==> src/rtl/fml_arbiter4.sv <==
// fml_arbiter4: four-master FML 4x32 burst arbiter in front of the DDR
// controller. One burst is granted at a time. The write data/byte-select path
// stays steered to the granted master for all four write beats. Read data is
// broadcast to every master, and each master qualifies it with its own ack.
// Build option: define FMLARB_FIXEDPRIO_EN for fixed priority (master 0
// highest). Otherwise masters are served round-robin.
module fml_arbiter4 #(
  parameter int sdram_depth = 26
) (
  input  logic                       sys_clk,
  input  logic                       sys_rst_n,
  input  logic [4*sdram_depth-1:0]   m_adr,
  input  logic [3:0]                 m_stb,
  input  logic [3:0]                 m_we,
  output logic [3:0]                 m_ack,
  input  logic [15:0]                m_sel,
  input  logic [127:0]               m_di,
  output logic [31:0]                m_do,
  output logic [sdram_depth-1:0]     fml_adr,
  output logic                       fml_stb,
  output logic                       fml_we,
  input  logic                       fml_ack,
  output logic [3:0]                 fml_sel,
  output logic [31:0]                fml_di,
  input  logic [31:0]                fml_do,
  output logic [1:0]                 arb_grant,
  output logic                       arb_busy
);

  typedef enum logic [1:0] {
    ST_IDLE   = 2'd0,
    ST_REQ    = 2'd1,
    ST_WBURST = 2'd2
  } state_e;

  state_e                 state_q, state_d;
  logic [1:0]             grant_q, grant_d;
  logic [1:0]             beat_q, beat_d;
  logic [sdram_depth-1:0] adr_q, adr_d;
  logic                   we_q, we_d;
`ifndef FMLARB_FIXEDPRIO_EN
  logic [1:0]             last_q, last_d;
`endif

  logic [sdram_depth-1:0] g_adr_s;
  logic                   g_stb_s;
  logic                   g_we_s;
  logic [3:0]             g_sel_s;
  logic [31:0]            g_di_s;
  logic [1:0]             pick_s;
  logic                   in_req_s;
  logic                   wr_path_s;

  // Select the fields of the currently granted master.
  always_comb begin
    g_adr_s = '0;
    g_sel_s = 4'h0;
    g_di_s  = 32'h0;
    case (grant_q)
      2'd0: begin g_adr_s = m_adr[0*sdram_depth +: sdram_depth]; g_sel_s = m_sel[3:0];   g_di_s = m_di[31:0];   end
      2'd1: begin g_adr_s = m_adr[1*sdram_depth +: sdram_depth]; g_sel_s = m_sel[7:4];   g_di_s = m_di[63:32];  end
      2'd2: begin g_adr_s = m_adr[2*sdram_depth +: sdram_depth]; g_sel_s = m_sel[11:8];  g_di_s = m_di[95:64];  end
      2'd3: begin g_adr_s = m_adr[3*sdram_depth +: sdram_depth]; g_sel_s = m_sel[15:12]; g_di_s = m_di[127:96]; end
      default: begin g_adr_s = '0; g_sel_s = 4'h0; g_di_s = 32'h0; end
    endcase
    g_stb_s = m_stb[grant_q];
    g_we_s  = m_we[grant_q];
  end

`ifdef FMLARB_FIXEDPRIO_EN
  // Fixed priority: lowest-numbered requesting master wins.
  always_comb begin
    casez (m_stb)
      4'b???1: pick_s = 2'd0;
      4'b??10: pick_s = 2'd1;
      4'b?100: pick_s = 2'd2;
      4'b1000: pick_s = 2'd3;
      default: pick_s = 2'd0;
    endcase
  end
`else
  // Round-robin: search starts just after the master that was acked last.
  always_comb begin : rr_pick
    logic [1:0] idx;
    logic       found;
    pick_s = 2'd0;
    found  = 1'b0;
    idx    = 2'd0;
    for (int k = 1; k <= 4; k++) begin
      idx = last_q + 2'(k);
      if (!found && m_stb[idx]) begin
        pick_s = idx;
        found  = 1'b1;
      end else begin
        found  = found;
      end
    end
  end
`endif

  // Next-state logic: grant, wait for ack, then run out the write beats.
  always_comb begin
    state_d = state_q;
    grant_d = grant_q;
    beat_d  = beat_q;
    adr_d   = adr_q;
    we_d    = we_q;
`ifndef FMLARB_FIXEDPRIO_EN
    last_d  = last_q;
`endif
    case (state_q)
      ST_IDLE: begin
        if (|m_stb) begin
          state_d = ST_REQ;
          grant_d = pick_s;
        end else begin
          state_d = ST_IDLE;
        end
      end
      ST_REQ: begin
        // Remember what was presented so the bus holds it once REQ ends.
        adr_d = g_adr_s;
        we_d  = g_we_s;
        if (fml_ack) begin
`ifndef FMLARB_FIXEDPRIO_EN
          last_d = grant_q;
`endif
          if (g_we_s) begin
            state_d = ST_WBURST;
            beat_d  = 2'd2;
          end else begin
            state_d = ST_IDLE;
          end
        end else if (!g_stb_s) begin
          // Master withdrew before the ack: abandon without touching last.
          state_d = ST_IDLE;
        end else begin
          state_d = ST_REQ;
        end
      end
      ST_WBURST: begin
        if (beat_q == 2'd0) begin
          state_d = ST_IDLE;
        end else begin
          beat_d = beat_q - 2'd1;
        end
      end
      default: state_d = ST_IDLE;
    endcase
  end

  // State registers with asynchronous active-low reset.
  always_ff @(posedge sys_clk or negedge sys_rst_n) begin
    if (!sys_rst_n) begin
      state_q <= ST_IDLE;
      grant_q <= 2'd0;
      beat_q  <= 2'd0;
      adr_q   <= '0;
      we_q    <= 1'b0;
`ifndef FMLARB_FIXEDPRIO_EN
      last_q  <= 2'd3;
`endif
    end else begin
      state_q <= state_d;
      grant_q <= grant_d;
      beat_q  <= beat_d;
      adr_q   <= adr_d;
      we_q    <= we_d;
`ifndef FMLARB_FIXEDPRIO_EN
      last_q  <= last_d;
`endif
    end
  end

  // Output steering, combinational from the registered state and grant.
  always_comb begin
    in_req_s  = (state_q == ST_REQ);
    wr_path_s = (in_req_s && fml_ack && g_we_s) || (state_q == ST_WBURST);
    fml_stb   = in_req_s && g_stb_s;
    fml_adr   = in_req_s ? g_adr_s : adr_q;
    fml_we    = in_req_s ? g_we_s  : we_q;
    fml_sel   = wr_path_s ? g_sel_s : 4'h0;
    fml_di    = wr_path_s ? g_di_s  : 32'h0;
    m_ack     = (in_req_s && fml_ack) ? (4'b0001 << grant_q) : 4'b0000;
    m_do      = fml_do;
    arb_grant = grant_q;
    arb_busy  = (state_q != ST_IDLE);
  end

endmodule

==> config.mk <==
export PLATFORM = sky130hd
export DESIGN_NAME = fml_arbiter4
export DESIGN_NICKNAME = d
export VERILOG_FILES = /design/src/rtl/fml_arbiter4.sv
export SDC_FILE = /design/constraint.sdc
export NUM_CORES = 1
export LEC_CHECK = 0
export BUFFER_PORTS_ARGS = -buffer_cell sky130_fd_sc_hd__buf_2
export CORE_AREA = 2 2 153 155
export DETAILED_ROUTE_END_ITERATION = 10
export DIE_AREA = 0 0 155 157
export SLEW_MARGIN = 15
export SYNTH_ARGS = -nofsm -noshare
export SYNTH_HDL_FRONTEND = slang
export SYNTH_SLANG_ARGS = --single-unit
==> constraint.sdc <==
create_clock -name sys_clk -period 5.74 [get_ports sys_clk]
set_input_delay 1.722 -clock sys_clk [delete_from_list [all_inputs] [get_ports sys_clk]]
set_output_delay 1.722 -clock sys_clk [all_outputs]
set_load 0.02 [all_outputs]
# After elaboration in Yosys (flattened, before gate mapping)
# Cells that the tools add are included.
# totals
out_inout_bits,103
regBits,35
wordCells,81
inputBits,291
# op_classes
shifts,1
n_eq_ne,9
reduce_logical,19
magnitude_cmp,5
muxes,37
add_sub_neg,4
# op_table
op,n
$pmux 32 s4,1
$pmux 26 s4,1
$mux 32,1
$mux 26,1
$mux 2,10
$pmux 4 s4,1
$lt 2x3->1 const B,5
$bmux 1 s2,6
$mux 1,12
$mux 4,2
$ne 2x2->1 const B,4
$eq 2x2->1 const B,3
$logic_and 1x1->1,6
$logic_not 2->1,3
$pmux 2 s3,1
$add 2x2->2 const B,2
$eq 2x1->1 const B,2
$pmux 2 s2,1
$reduce_and 2->1,2
$reduce_and 4->1,1
$reduce_bool 2->1,2
$reduce_or 4->1,1
$shl 1x2->4 const A,1
$logic_not 1->1,3
other kinds (3),3

# Logic depth before layout (Yosys ltp)
# Gate-level depths: netlist of run 1.
# depth
word_depth,13
depth_mapped,6
ltp_nobuf,5

# Worst setup path after synthesis of run 1
# Ideal clock, no wire load.
# synth_timing
path_type,in2out
startpoint,input port m_we[3]
endpoint,output port fml_di[10]
stages,4
setup_slack_ns,1.211
n_path_buf,1
t_arrival_ns,2.807
required_time_ns,4.018
cell_sequence,mux4_2 > a31oi_4 > buf_4 > nor2b_1
# synth_between
elab_chain_len,5
# synth_lines
item,line_no,source
from (decl),14,"input logic [3:0] m_we,"
$bmux 1 s2,67,g_we_s = m_we[grant_q];
$mux 1 (implied by the code),67,
$logic_and 1x1->1,178,wr_path_s = (in_req_s && fml_ack && g_we_s) || (state_q == ST_WBURST);
$logic_or 1x1->1,178,
$mux 32,183,fml_di = wr_path_s ? g_di_s : 32'h0;
to (decl),24,"output logic [31:0] fml_di,"
# No other way between the ends. The select of a mux whose other input is x is not followed.

# Final worst setup path of run 1
# layout_timing
startpoint,input port m_we[1]
endpoint,output port fml_di[24]
# The elaborated chain is that of the path after synthesis.

==> metrics.md, run 1 <==
| Metric | Value |
|---|---|
| Wire length of the first global-routing pass | 19.07 mm |
| Number of vias in the routed layout | 3447 |
| P_sw | 1.152 mW |
| Period minus WS final | 4956 ps |
| Area grow syn2layout | 53.49% |
| Inserted Diodes | 0 |
| Vert. Die Dim | 157 um |
| Flop and latch count out of synthesis | 35 |
| Most frequent standard cell in the layout excluding fill and tap cells | buf_2 |
| Pre-CTS WS | 764.1 ps |
| Kind of capture point of the worst setup path | primary output |
| Clk sinks | 35 |
| TritonCTS clock tree | built |
| Die Area | 0.02434 mm^2 |
| Relative contribution of combinational cells to total power | 0.685 |
| I/O pins | 394 |
| Reg2Reg Capture Point | adr_q[18] |
| DRC viols | 0 |
| Peak clock frequency supported by timing | 201.8 MHz |
| Final WL | 13.23 mm |
| Internal Pwr Total | 1.462 mW |
| Post-CTS Resized | 0 |
| Hold Path Depth | 1 |
| Share of final-layout standard cells stronger than drive strength 1 | 0.8029 |
| Hold EP | beat_q[0] |
| Min-Delay Path Class | reg2reg |
| Prevailing post-synth register cell | dfrtp_1 |
| Flop pwr share | 0.203 |
| Final ANT Viol Nets | 0 |
| Hold_ws | 485.2 ps |
| Vias per Instance | 4.138 |
| Total standard cell area after synthesis | 0.003478 mm^2 |
| Vias in the first global route | 3678 |
| Number of buffers inserted by post-CTS setup repair | 0 |
| Path depth of the worst reg2reg path | 3 |
| Reg2reg start | arb_grant[0] |
| Count of nets after finishing | 839 |
| Later-pin clock latency in the skew report | 280 ps |
| Total congestion overflow | 0 |
| Area of the placeable core | 0.02250 mm^2 |
| # rows | 55 |
| Unrepaired setup endpoints after global routing | no |
| Avg Synthesized Cell Area | 13.28 um^2 |
| Status | completed |
| Clk pin slew, worst setup/hold paths | 50 ps |
| HPWL after DPL | 11.22 mm |
| Required @ worst endpoint | 4020 ps |
| Post-synth ARST share | 1.000 |
| Width of the chip | 155 um |
| Slack of the critical path | 783.7 ps |
| Global placement routability congestion | 0.7926 |
| MaxCap Viol Count | 0 |
| Number of clock buffers inserted by TritonCTS | 5 |
| Total of warnings raised by yosys | 0 |
| LEAKAGE | 2.576 nW |
| IO buf count | 329 |
| Worst IR drop on VDD | 0.2473 mV |
| Hold buffers post-CTS | 0 |
| Distinct cells, synth | 27 |
| Worst endpoint data arrival time | 3230 ps |
| Total routing resource utilization after global routing | 0.1017 |
| Area of the multi-input gates | 0.002225 mm^2 |
| Post-synthesis sequential area ratio | 0.2525 |
| Setup slack on the worst flop-to-flop path | 3520 ps |
| Start point of the worst hold path | beat_q[0] |
| Initial core utilization | 0.1546 |
| Switching portion of total power | 0.4407 |
| Synth Instances | 262 |
| Worst max-slew margin expressed relative to the limit | 0.3285 |
| Relative contribution of the clock network to total power | 0.112 |
| Register cell area after layout | 885.9 um^2 |
| Number of setup violations in the final report | 0 |
| Path type of the worst setup path | in2out |
| Antenna violations before repair | 0 |
| Hold Violations, Final | 0 |
| Initial detailed-routing violation count | 106 |
| Worst clock skew | 6.761 ps |
| Mean routed wirelength per cell | 15.88 um |
| Ratio of total power to cell area | 489.5 mW/mm^2 |
| Transition time of the tightest slew-check pin | 1005 ps |
| Largest net degree at the start of global routing | 40 |
| CTS H-tree depth | 2 |
| Root cell of the clock tree | clkbuf_16 |
| Fraction of the cycle the final worst path needs | 0.8635 |
| Maximum clock insertion buffer count | 2 |
| Post-Syn Nets | 554 |
| First-pass DRT Iterations | 4 |
| Final Max Tran Viols | 0 |
| Commonest non-fill, non-tap cells in the layout | buf_2, mux4_2, nor2b_1 |
| EDFF count, synth | 0 |
| Maximum fanout along the worst path | 36 |
| Total of fill cells in the finished design | 2409 |
| Sum Neg Setup Slack | 0 ps |
| Startpoint class of the critical path | primary input |
==> cells by family after synthesis <==
| logic type | synth area share |
|---|---|
| fa+ha+maj | 0.003597 |
| mux | 0.5108 |
| simple gates | 0.09640 |
| flops | 0.2525 |
| compound gates | 0.02662 |
| buf+inv | 0.1101 |
==> cells in the mapped netlist, drive strengths merged (2+ instances only) <==
library cell  instances  share of area
nand2b                3         0.0054
inv                   6         0.0065
mux2i                 2         0.0058
o21ai                 3         0.0043
clkbuf                7         0.0076
buf                  48          0.096
nand3                 3         0.0043
mux4                 64           0.41
nand2                 9         0.0097
mux2                 28          0.091
dfrtp                33           0.24
dfstp                 2          0.015
nor2b                38          0.068
nor2                  5         0.0054
==> worst max-delay path: stages <==
cell     delay (ps)
buf_2           110
mux4_2          530
a31oi_4         190
buf_4           360
nor2b_1         100
buf_2           170
==> worst max-delay path by stage <==
stage | from | end | cells after the start
3_5_place_dp | m_we[1] | fml_di[24] | 6
3_3_place_gp | m_we[1] | fml_di[27] | 6
4_1_cts | m_we[1] | fml_di[24] | 6
2_1_floorplan | m_we[3] | fml_di[10] | 4
6_report | m_we[1] | fml_di[24] | 6
5_1_grt | m_we[1] | fml_di[10] | 6
==> power groups by stage <==
| stage | combinational, mW | sequential (mW) | clock (mW) |
|---|---|---|---|
| CTS | 1.82 | 0.543 | 0.308 |
| global placement | 1.80 | 0.538 | 0 |
| finish | 1.79 | 0.530 | 0.293 |
| global route | 1.91 | 0.567 | 0.315 |
| detailed placement | 1.82 | 0.547 | 0 |
| floorplan | 1.43 | 0.421 | 0 |
==> per-layer routing <==
layer	up-vias	global-route usage	share of wire
met2	210	0.1975	0.54
met4	0	0.03880	0.026
li1	1544	-	-
met3	24	0.02450	0.082
met5	-	0	0
met1	1669	0.1051	0.35
==> per-stage QoR <==
| step | utilization | instance area [um^2] | instances | power [mW] |
|---|---|---|---|---|
| finish | 0.2373 | 5339 | 833 | 2.613 |
| global route | 0.2373 | 5339 | 833 | 2.796 |
| CTS | 0.2373 | 5339 | 833 | 2.673 |
| detailed placement | 0.2301 | 5179 | 825 | 2.364 |
| global placement | 0.2301 | 5179 | 825 | 2.338 |
| floorplan | - | 3478 | 262 | 1.856 |
==> flip-flops by register name (all words and copies together), names as in the netlist <==
register   count
adr_q         26
beat_q         2
arb_grant      2
state_q        2
last_q         2
we_q           1
==> layout make-up <==
class                           instances  share of cell area
Clock buffer                            7             0.02859
Clock inverter                          1            0.001406
Inverter                                6            0.004218
Multi-Input combinational cell        166              0.4167
Sequential cell                        35              0.1659
Tap cell                              285             0.06679
Timing Repair Buffer                  333              0.3164
No activity file was read; power rests on OpenSTA's default activity.
==> inputs of run 2 (changes only) <==
Settings changed: CORE_AREA 2 2 153 155 to 2 2 155 157, DIE_AREA 0 0 155 157 to 0 0 157 159, RECOVER_POWER set to 100.
Clock period 5.74 ns to 4.27 ns, I/O delays scaled along.
==> run 2 against run 1 <==
The flow now finishes with violations (capacitance limit, slew limit). Sequential share of layout area rose by 0.13 points. Register-to-register slack lost 1300 ps. Hold slack worse by 9.8 ps. Flip-flop and latch count stayed put. Critical path depth is the same. Via count is essentially flat. Global-route usage shrank 0.15 points. Critical path type unchanged. Largest cell class unchanged. Largest power group unchanged.
==> metrics.md, run 2 (synthesis gave the netlist of run 1 again) <==
| Metric | Value |
|---|---|
| Die Area | 0.02496 mm^2 (was 0.02434 mm^2) |
| Min-Delay Path Class | reg2reg (unchanged) |
| Vias in the first global route | 3595 (was 3678) |
| IO buf count | 329 (unchanged) |
| Hold Violations, Final | 0 (unchanged) |
| Final Max Tran Viols | 36 (was 0) |
| Commonest non-fill, non-tap cells in the layout | buf_2, clkbuf_1, mux4_2 (was buf_2, mux4_2, nor2b_1) |
| Worst clock skew | 9.608 ps (was 6.761 ps) |
| Hold Path Depth | 1 (unchanged) |
| Unrepaired setup endpoints after global routing | no (unchanged) |
| Cells after DPL | 861 (was 825) |
| Peak clock frequency supported by timing | 252.2 MHz |
| Transition time of the tightest slew-check pin | 2057 ps (was 1005 ps) |
| Largest incremental delay on the critical path | 490 ps (was 530 ps) |
| Pre-CTS WS | 378.0 ps (was 764.1 ps) |
| Root cell of the clock tree | clkbuf_16 (unchanged) |
| Most frequent standard cell in the layout excluding fill and tap cells | buf_2 (unchanged) |
| Total of fill cells in the finished design | 2544 (was 2409) |
| Clk pin slew, worst setup/hold paths | 60 ps (was 50 ps) |
| Number of clock buffers inserted by TritonCTS | 5 (unchanged) |
| Wire length of the first global-routing pass | 19.08 mm (was 19.07 mm) |
| Worst IR drop on VDD | 0.2859 mV (was 0.2473 mV) |
| Slowest cell on the critical path | mux4_2 (unchanged) |
| Total congestion overflow | 0 (unchanged) |
| Path depth of the worst reg2reg path | 3 (unchanged) |
| Reg2Reg Capture Point | adr_q[25] (was adr_q[18]) |
| Area grow syn2layout | 52.30% (was 53.49%) |
| Final WL | 13.22 mm (was 13.23 mm) |
| Width of the chip | 157 um (was 155 um) |
| Post-CTS Resized | 0 (unchanged) |
| Global placement routability congestion | 0.7728 (was 0.7926) |
| Wire length on met1 | 4.856 mm (was 4.688 mm) |
| Standard cell area after detailed placement | 0.005261 mm^2 (was 0.005179 mm^2) |
| Path type of the worst setup path | in2out (unchanged) |
| Number of setup violations in the final report | 0 (unchanged) |
| Initial core utilization | 0.1500 (was 0.1546) |
| I/O pins | 394 (unchanged) |
| Setup slack on the worst flop-to-flop path | 2200 ps (was 3520 ps) |
| Violated checks | capacitance limit, slew limit |
| Clk sinks | 35 (unchanged) |
| Worst max-slew margin expressed relative to the limit | -0.3713 (was 0.3285) |
| Maximum clock insertion buffer count | 2 (unchanged) |
| Register containing the most flip-flops in the final layout | adr_q (unchanged) |
| Share of final-layout standard cells stronger than drive strength 1 | 0.6473 (was 0.8029) |
| Number of vias in the routed layout | 3445 (was 3447) |
| Slack of the critical path | 304.9 ps (was 783.7 ps) |
| Flip-flop count of the largest register after layout | 26 (unchanged) |
| Origin of the worst setup path | m_we[2] (was m_we[1]) |
| Post-route insts no fill | 870 (was 833) |
| First-pass DRT Iterations | 4 (unchanged) |
| Antenna violations before repair | 1 (was 0) |
| LEAKAGE | 2.339 nW (was 2.576 nW) |
| Status | finished, violations left (was completed) |
| HPWL after DPL | 11.03 mm (was 11.22 mm) |
| Required @ worst endpoint | 2990 ps (was 4020 ps) |
| Startpoint class of the critical path | primary input (unchanged) |
| Detail Route met3 WL | 1.092 mm (was 1.078 mm) |
| Met2 Wirelength | 7.003 mm (was 7.112 mm) |
| Uppermost routed layer | met4 (unchanged) |
| Largest net degree at the start of global routing | 45 (was 40) |
| Worst endpoint data arrival time | 2680 ps (was 3230 ps) |
| Layout Cell Area excl Fill | 0.005298 mm^2 (was 0.005339 mm^2) |
| Total routing resource utilization after global routing | 0.1002 (was 0.1017) |
| Vias per Instance | 3.960 (was 4.138) |
| Mean routed wirelength per cell | 15.20 um (was 15.88 um) |
| TritonCTS clock tree | built (unchanged) |
| Hold EP | beat_q[0] (unchanged) |
| CTS H-tree depth | 2 (unchanged) |
| Number of buffers inserted by post-CTS setup repair | 0 (unchanged) |
| Cell chain of the critical path | buf_2, mux4_2, a31oi_1, buf_12, nor2b_1, clkbuf_1 (was buf_2, mux4_2, a31oi_4, buf_4, nor2b_1, buf_2) |
| Count of nets after finishing | 841 (was 839) |
| Kind of capture point of the worst setup path | primary output (unchanged) |
| Fraction of the cycle the final worst path needs | 0.9286 |
| Ratio of total power to cell area | 643.3 mW/mm^2 (was 489.5 mW/mm^2) |
| Initial detailed-routing violation count | 171 (was 106) |
| # rows | 56 (was 55) |
| Vert. Die Dim | 159 um (was 157 um) |
| Later-pin clock latency in the skew report | 290 ps (was 280 ps) |
| Start point of the worst hold path | beat_q[0] (unchanged) |
| Final ANT Viol Nets | 0 (unchanged) |
| Hold buffers post-CTS | 0 (unchanged) |
| Sum Neg Setup Slack | 0 ps (unchanged) |
| Reg2reg start | arb_grant[0] (unchanged) |
| Maximum fanout along the worst path | 36 (unchanged) |
| MaxCap Viol Count | 1 (was 0) |
| DRC viols | 0 (unchanged) |
| Period minus WS final | 3965 ps |
| Area of the placeable core | 0.02319 mm^2 (was 0.02250 mm^2) |
==> run 2: changes by cell type in the layout (fill, tap and decap cells not counted), moves of 2 or more <==
cell,previous run,this run
mux2_2,28,16
mux2_1,0,12
buf_2,329,258
clkbuf_8,2,0
buf_12,1,3
clkbuf_1,0,73
==> run 2: power breakdown <==
part / internal [mW] / switching [mW]
clock: 0.216 / 0.153
sequential: 0.515 / 0.204
combinational: 1.12 / 1.20
total: 1.85 / 1.56
==> run 2: cell type report <==
type / count / area (um^2) / share of cell area
sequential: 35 / 885.9 / 0.1672
clock buffer: 7 / 132.6 / 0.02504
inverter: 6 / 22.52 / 0.004251
multi-input combinational: 166 / 2210 / 0.4171
clock inverter: 1 / 5.005 / 0.0009447
tap: 319 / 399.1 / 0.07534
antenna: 1 / 2.502 / 0.0004724
timing repair buffer: 335 / 1640 / 0.3096
==> run 2: through the flow <==
stage / util / power, mW / hold slack, ps
detailed placement: 0.2269 / 3.209 / 472.8
CTS: 0.2328 / 3.609 / 481.7
global placement: 0.2269 / 3.188 / 464.3
floorplan: - / 2.494 / 451.0
global route: 0.2284 / 3.663 / 503.2
finish: 0.2284 / 3.408 / 475.4
==> run 2: worst max-delay path: cells and delay by family <==
kind / cells / cell delay, ps
buffers and inverters: 3 / 520
multiplexers: 1 / 490
AO/OA/AOI/OAI: 1 / 290
AND/OR/NAND/NOR: 1 / 70
==> run 2: layer usage <==
metal / vias up / global-route usage
met5: - / 0
met4: 0 / 0.03169
met3: 21 / 0.02586
met2: 206 / 0.1884
met1: 1668 / 0.1079
li1: 1550 / -
==> run 2: worst max-delay path by stage <==
stage	endpoint	slack, ps	depth (start not counted)
6_report	fml_di[18]	300	6
2_1_floorplan	fml_di[10]	620	4
4_1_cts	fml_di[8]	380	6
3_3_place_gp	fml_di[26]	400	6
3_5_place_dp	fml_di[18]	380	6
5_1_grt	fml_di[25]	210	6
==> inputs of run 3 (changes only) <==
Settings changed: CTS_CLUSTER_SIZE set to 30, GPL_TIMING_DRIVEN set to 0.
==> run 3 against run 2 <==
The flow still finishes with violations (capacitance limit, slew limit). Register-to-register slack got worse by 310 ps. Combinational power rose by 14%. Fmax fell by 4.4%. Flip-flop and latch count did not move. Clock skew fell by 4.8 ps. Non-clock buffer count rose by 81. Critical endpoint is now fml_di[6]. Largest cell class unchanged. Largest power group unchanged.
==> metrics.md, run 3 (synthesis gave the netlist of run 1 again) <==
| Metric | Value |
|---|---|
| Status | finished, violations left (unchanged) |
| Violated checks | capacitance limit, slew limit (unchanged) |
| Largest incremental delay on the critical path | 530 ps (was 490 ps) |
| Ratio of total power to cell area | 621.0 mW/mm^2 (was 643.3 mW/mm^2) |
| Number of clock buffers inserted by TritonCTS | 5 (unchanged) |
| Area grow syn2layout | 65.65% (was 52.30%) |
| LEAKAGE | 2.719 nW (was 2.339 nW) |
| Number of vias in the routed layout | 3721 (was 3445) |
| First-pass DRT Iterations | 4 (unchanged) |
| DRC viols | 0 (unchanged) |
| Die Area | 0.02496 mm^2 (unchanged) |
| Root cell of the clock tree | clkbuf_16 (unchanged) |
| Setup slack on the worst flop-to-flop path | 1890 ps (was 2200 ps) |
| HPWL after DPL | 12.55 mm (was 11.03 mm) |
| Wire length of the first global-routing pass | 20.71 mm (was 19.08 mm) |
| Initial core utilization | 0.1500 (unchanged) |
| Later-pin clock latency in the skew report | 280 ps (was 290 ps) |
| TritonCTS clock tree | built (unchanged) |
| Maximum fanout along the worst path | 10 (was 36) |
| Origin of the worst setup path | m_we[2] (unchanged) |
| Hold_ws | 485.0 ps (was 475.4 ps) |
| Required @ worst endpoint | 2990 ps (about the same) |
| Clk pin slew, worst setup/hold paths | 60 ps (about the same) |
| Largest net degree at the start of global routing | 36 (was 45) |
| Register containing the most flip-flops in the final layout | adr_q (unchanged) |
| Flip-flop count of the largest register after layout | 26 (unchanged) |
| Min-Delay Path Class | reg2reg (unchanged) |
| Total power after layout | 3.578 mW (was 3.408 mW) |
| Worst IR drop on VDD | 0.3307 mV (was 0.2859 mV) |
| Number of setup violations in the final report | 0 (unchanged) |
| Reg2Reg Capture Point | adr_q[19] (was adr_q[25]) |
| Period minus WS final | 4148 ps (was 3965 ps) |
| Startpoint class of the critical path | primary input (unchanged) |
| Slowest cell on the critical path | mux4_2 (unchanged) |
| Path depth of the worst reg2reg path | 4 (was 3) |
| Transition time of the tightest slew-check pin | 1990 ps (was 2057 ps) |
| Sum Neg Setup Slack | 0 ps (unchanged) |
| Total congestion overflow | 0 (unchanged) |
| Most frequent standard cell in the layout excluding fill and tap cells | buf_2 (unchanged) |
| Relative contribution of combinational cells to total power | 0.740 (was 0.681) |
| P_sw | 1.631 mW (was 1.562 mW) |
| Commonest non-fill, non-tap cells in the layout | buf_2, mux4_2, clkbuf_1 (was buf_2, clkbuf_1, mux4_2) |
| Relative contribution of the clock network to total power | 0.101 (was 0.108) |
| Final ANT Viol Nets | 0 (unchanged) |
| Internal Pwr Total | 1.947 mW (was 1.846 mW) |
| Count of nets after finishing | 922 (was 841) |
| Total of fill cells in the finished design | 2532 (was 2544) |
| Vert. Die Dim | 159 um (unchanged) |
| Worst max-slew margin expressed relative to the limit | -0.3265 (was -0.3713) |
| Clk sinks | 35 (unchanged) |
| Hold buffers post-CTS | 0 (unchanged) |
| Flop pwr share | 0.159 (was 0.211) |
| Hold Violations, Final | 0 (unchanged) |
| Worst endpoint data arrival time | 2870 ps (was 2680 ps) |
| # rows | 56 (unchanged) |
| Peak clock frequency supported by timing | 241.1 MHz (was 252.2 MHz) |
| Maximum clock insertion buffer count | 2 (unchanged) |
| Vias in the first global route | 3849 (was 3595) |
| Cell chain of the critical path | clkbuf_1, mux4_2, a31oi_4, buf_4, nor2b_1, clkbuf_2 (was buf_2, mux4_2, a31oi_1, buf_12, nor2b_1, clkbuf_1) |
| Mean routed wirelength per cell | 14.97 um (was 15.20 um) |
| Initial detailed-routing violation count | 123 (was 171) |
| Vias per Instance | 3.909 (was 3.960) |
| Unrepaired setup endpoints after global routing | no (unchanged) |
| Reg2reg start | arb_grant[0] (unchanged) |
| CTS H-tree depth | 2 (unchanged) |
| Switching portion of total power | 0.4558 (was 0.4583) |
| Worst clock skew | 4.803 ps (was 9.608 ps) |
| IO buf count | 361 (was 329) |
| Endpoint of the most critical setup path | fml_di[6] (was fml_di[18]) |
| Combined buffer and inverter count along the critical path | 3 (unchanged) |
| Antenna violations before repair | 2 (was 1) |
| Fraction of the cycle the final worst path needs | 0.9715 (was 0.9286) |
| MaxCap Viol Count | 1 (unchanged) |
| Final WL | 14.26 mm (was 13.22 mm) |
| I/O pins | 394 (unchanged) |
| Logic depth of the worst path, buffers included | 6 (unchanged) |
| Number of buffers inserted by post-CTS setup repair | 0 (unchanged) |
| Width of the chip | 157 um (unchanged) |
| Global placement routability congestion | 0.8336 (was 0.7728) |
| Final Max Tran Viols | 36 (unchanged) |
| Crit-path leading delay family | buffers and inverters (unchanged) |
| Path type of the worst setup path | in2out (unchanged) |
| Kind of capture point of the worst setup path | primary output (unchanged) |
| Area of the placeable core | 0.02319 mm^2 (unchanged) |
| Post-CTS Resized | 0 (unchanged) |
| Total routing resource utilization after global routing | 0.1084 (was 0.1002) |
| Share of final-layout standard cells stronger than drive strength 1 | 0.7211 (was 0.6473) |
-- run 3: cell types whose count changed in the layout (fill, tap and decap cells not counted), sizes merged --
cell	previous run	this run
buf	264	302
clkbuf	78	120
clkinvlp	0	1
diode	1	2
-- run 3: area by class of cell --
cell class | instances | area (um^2) | share of cell area
antenna | 2 | 5.005 | 0.0008686
buffer | 55 | 354.1 | 0.06145
timing repair buffer | 361 | 1744 | 0.3027
multi-input combinational | 166 | 2217 | 0.3848
inverter | 6 | 22.52 | 0.003909
sequential | 35 | 878.3 | 0.1524
clock buffer | 6 | 128.9 | 0.02237
tap | 319 | 399.1 | 0.06927
clock inverter | 2 | 12.51 | 0.002172
-- run 3: power groups by stage --
stage | clock network [mW] | registers (mW) | logic (mW)
floorplan | 0 | 0.566 | 1.93
global placement | 0 | 0.572 | 2.72
detailed placement | 0 | 0.575 | 2.74
CTS | 0.378 | 0.575 | 2.75
global route | 0.395 | 0.596 | 2.87
finish | 0.362 | 0.569 | 2.65
-- run 3: worst register-to-register path, delay by kind of cell (launching register included) --
kind / cells / cell delay (ps)
buf+inv: 2 / 970
flops: 1 / 350
mux: 2 / 940
-- run 3: how the worst min path moves through the flow --
stage	start	endpoint	cells after the start	slack, ps
after floorplan	beat_q[0]	beat_q[0]	1	450
after CTS	last_q[0]	last_q[0]	2	490
final	adr_q[15]	adr_q[15]	1	490
after global routing	beat_q[1]	beat_q[1]	1	510
after detailed placement	beat_q[0]	beat_q[0]	1	470
after global placement	beat_q[0]	beat_q[0]	1	470
-- run 3: routing by layer --
| layer | global-route usage | vias to the layer above | part of all wire |
|---|---|---|---|
| li1 | - | 1711 | - |
| met1 | 0.1238 | 1769 | 0.39 |
| met2 | 0.2022 | 229 | 0.52 |
| met3 | 0.02368 | 12 | 0.075 |
| met4 | 0.02711 | 0 | 0.013 |
| met5 | 0 | - | 0 |
-- run 3: stage by stage --
| stage | instance area (um^2) | util | worst slack, ps | std cells |
|---|---|---|---|---|
| final | 5762 | 0.2484 | 121.7 | 952 |
| after detailed placement | 5684 | 0.2451 | 42.74 | 942 |
| after global routing | 5762 | 0.2484 | 17.61 | 952 |
| after floorplan | 3478 | - | 623.3 | 262 |
| after CTS | 5826 | 0.2512 | 39.93 | 950 |
| after global placement | 5684 | 0.2451 | 50.45 | 942 |
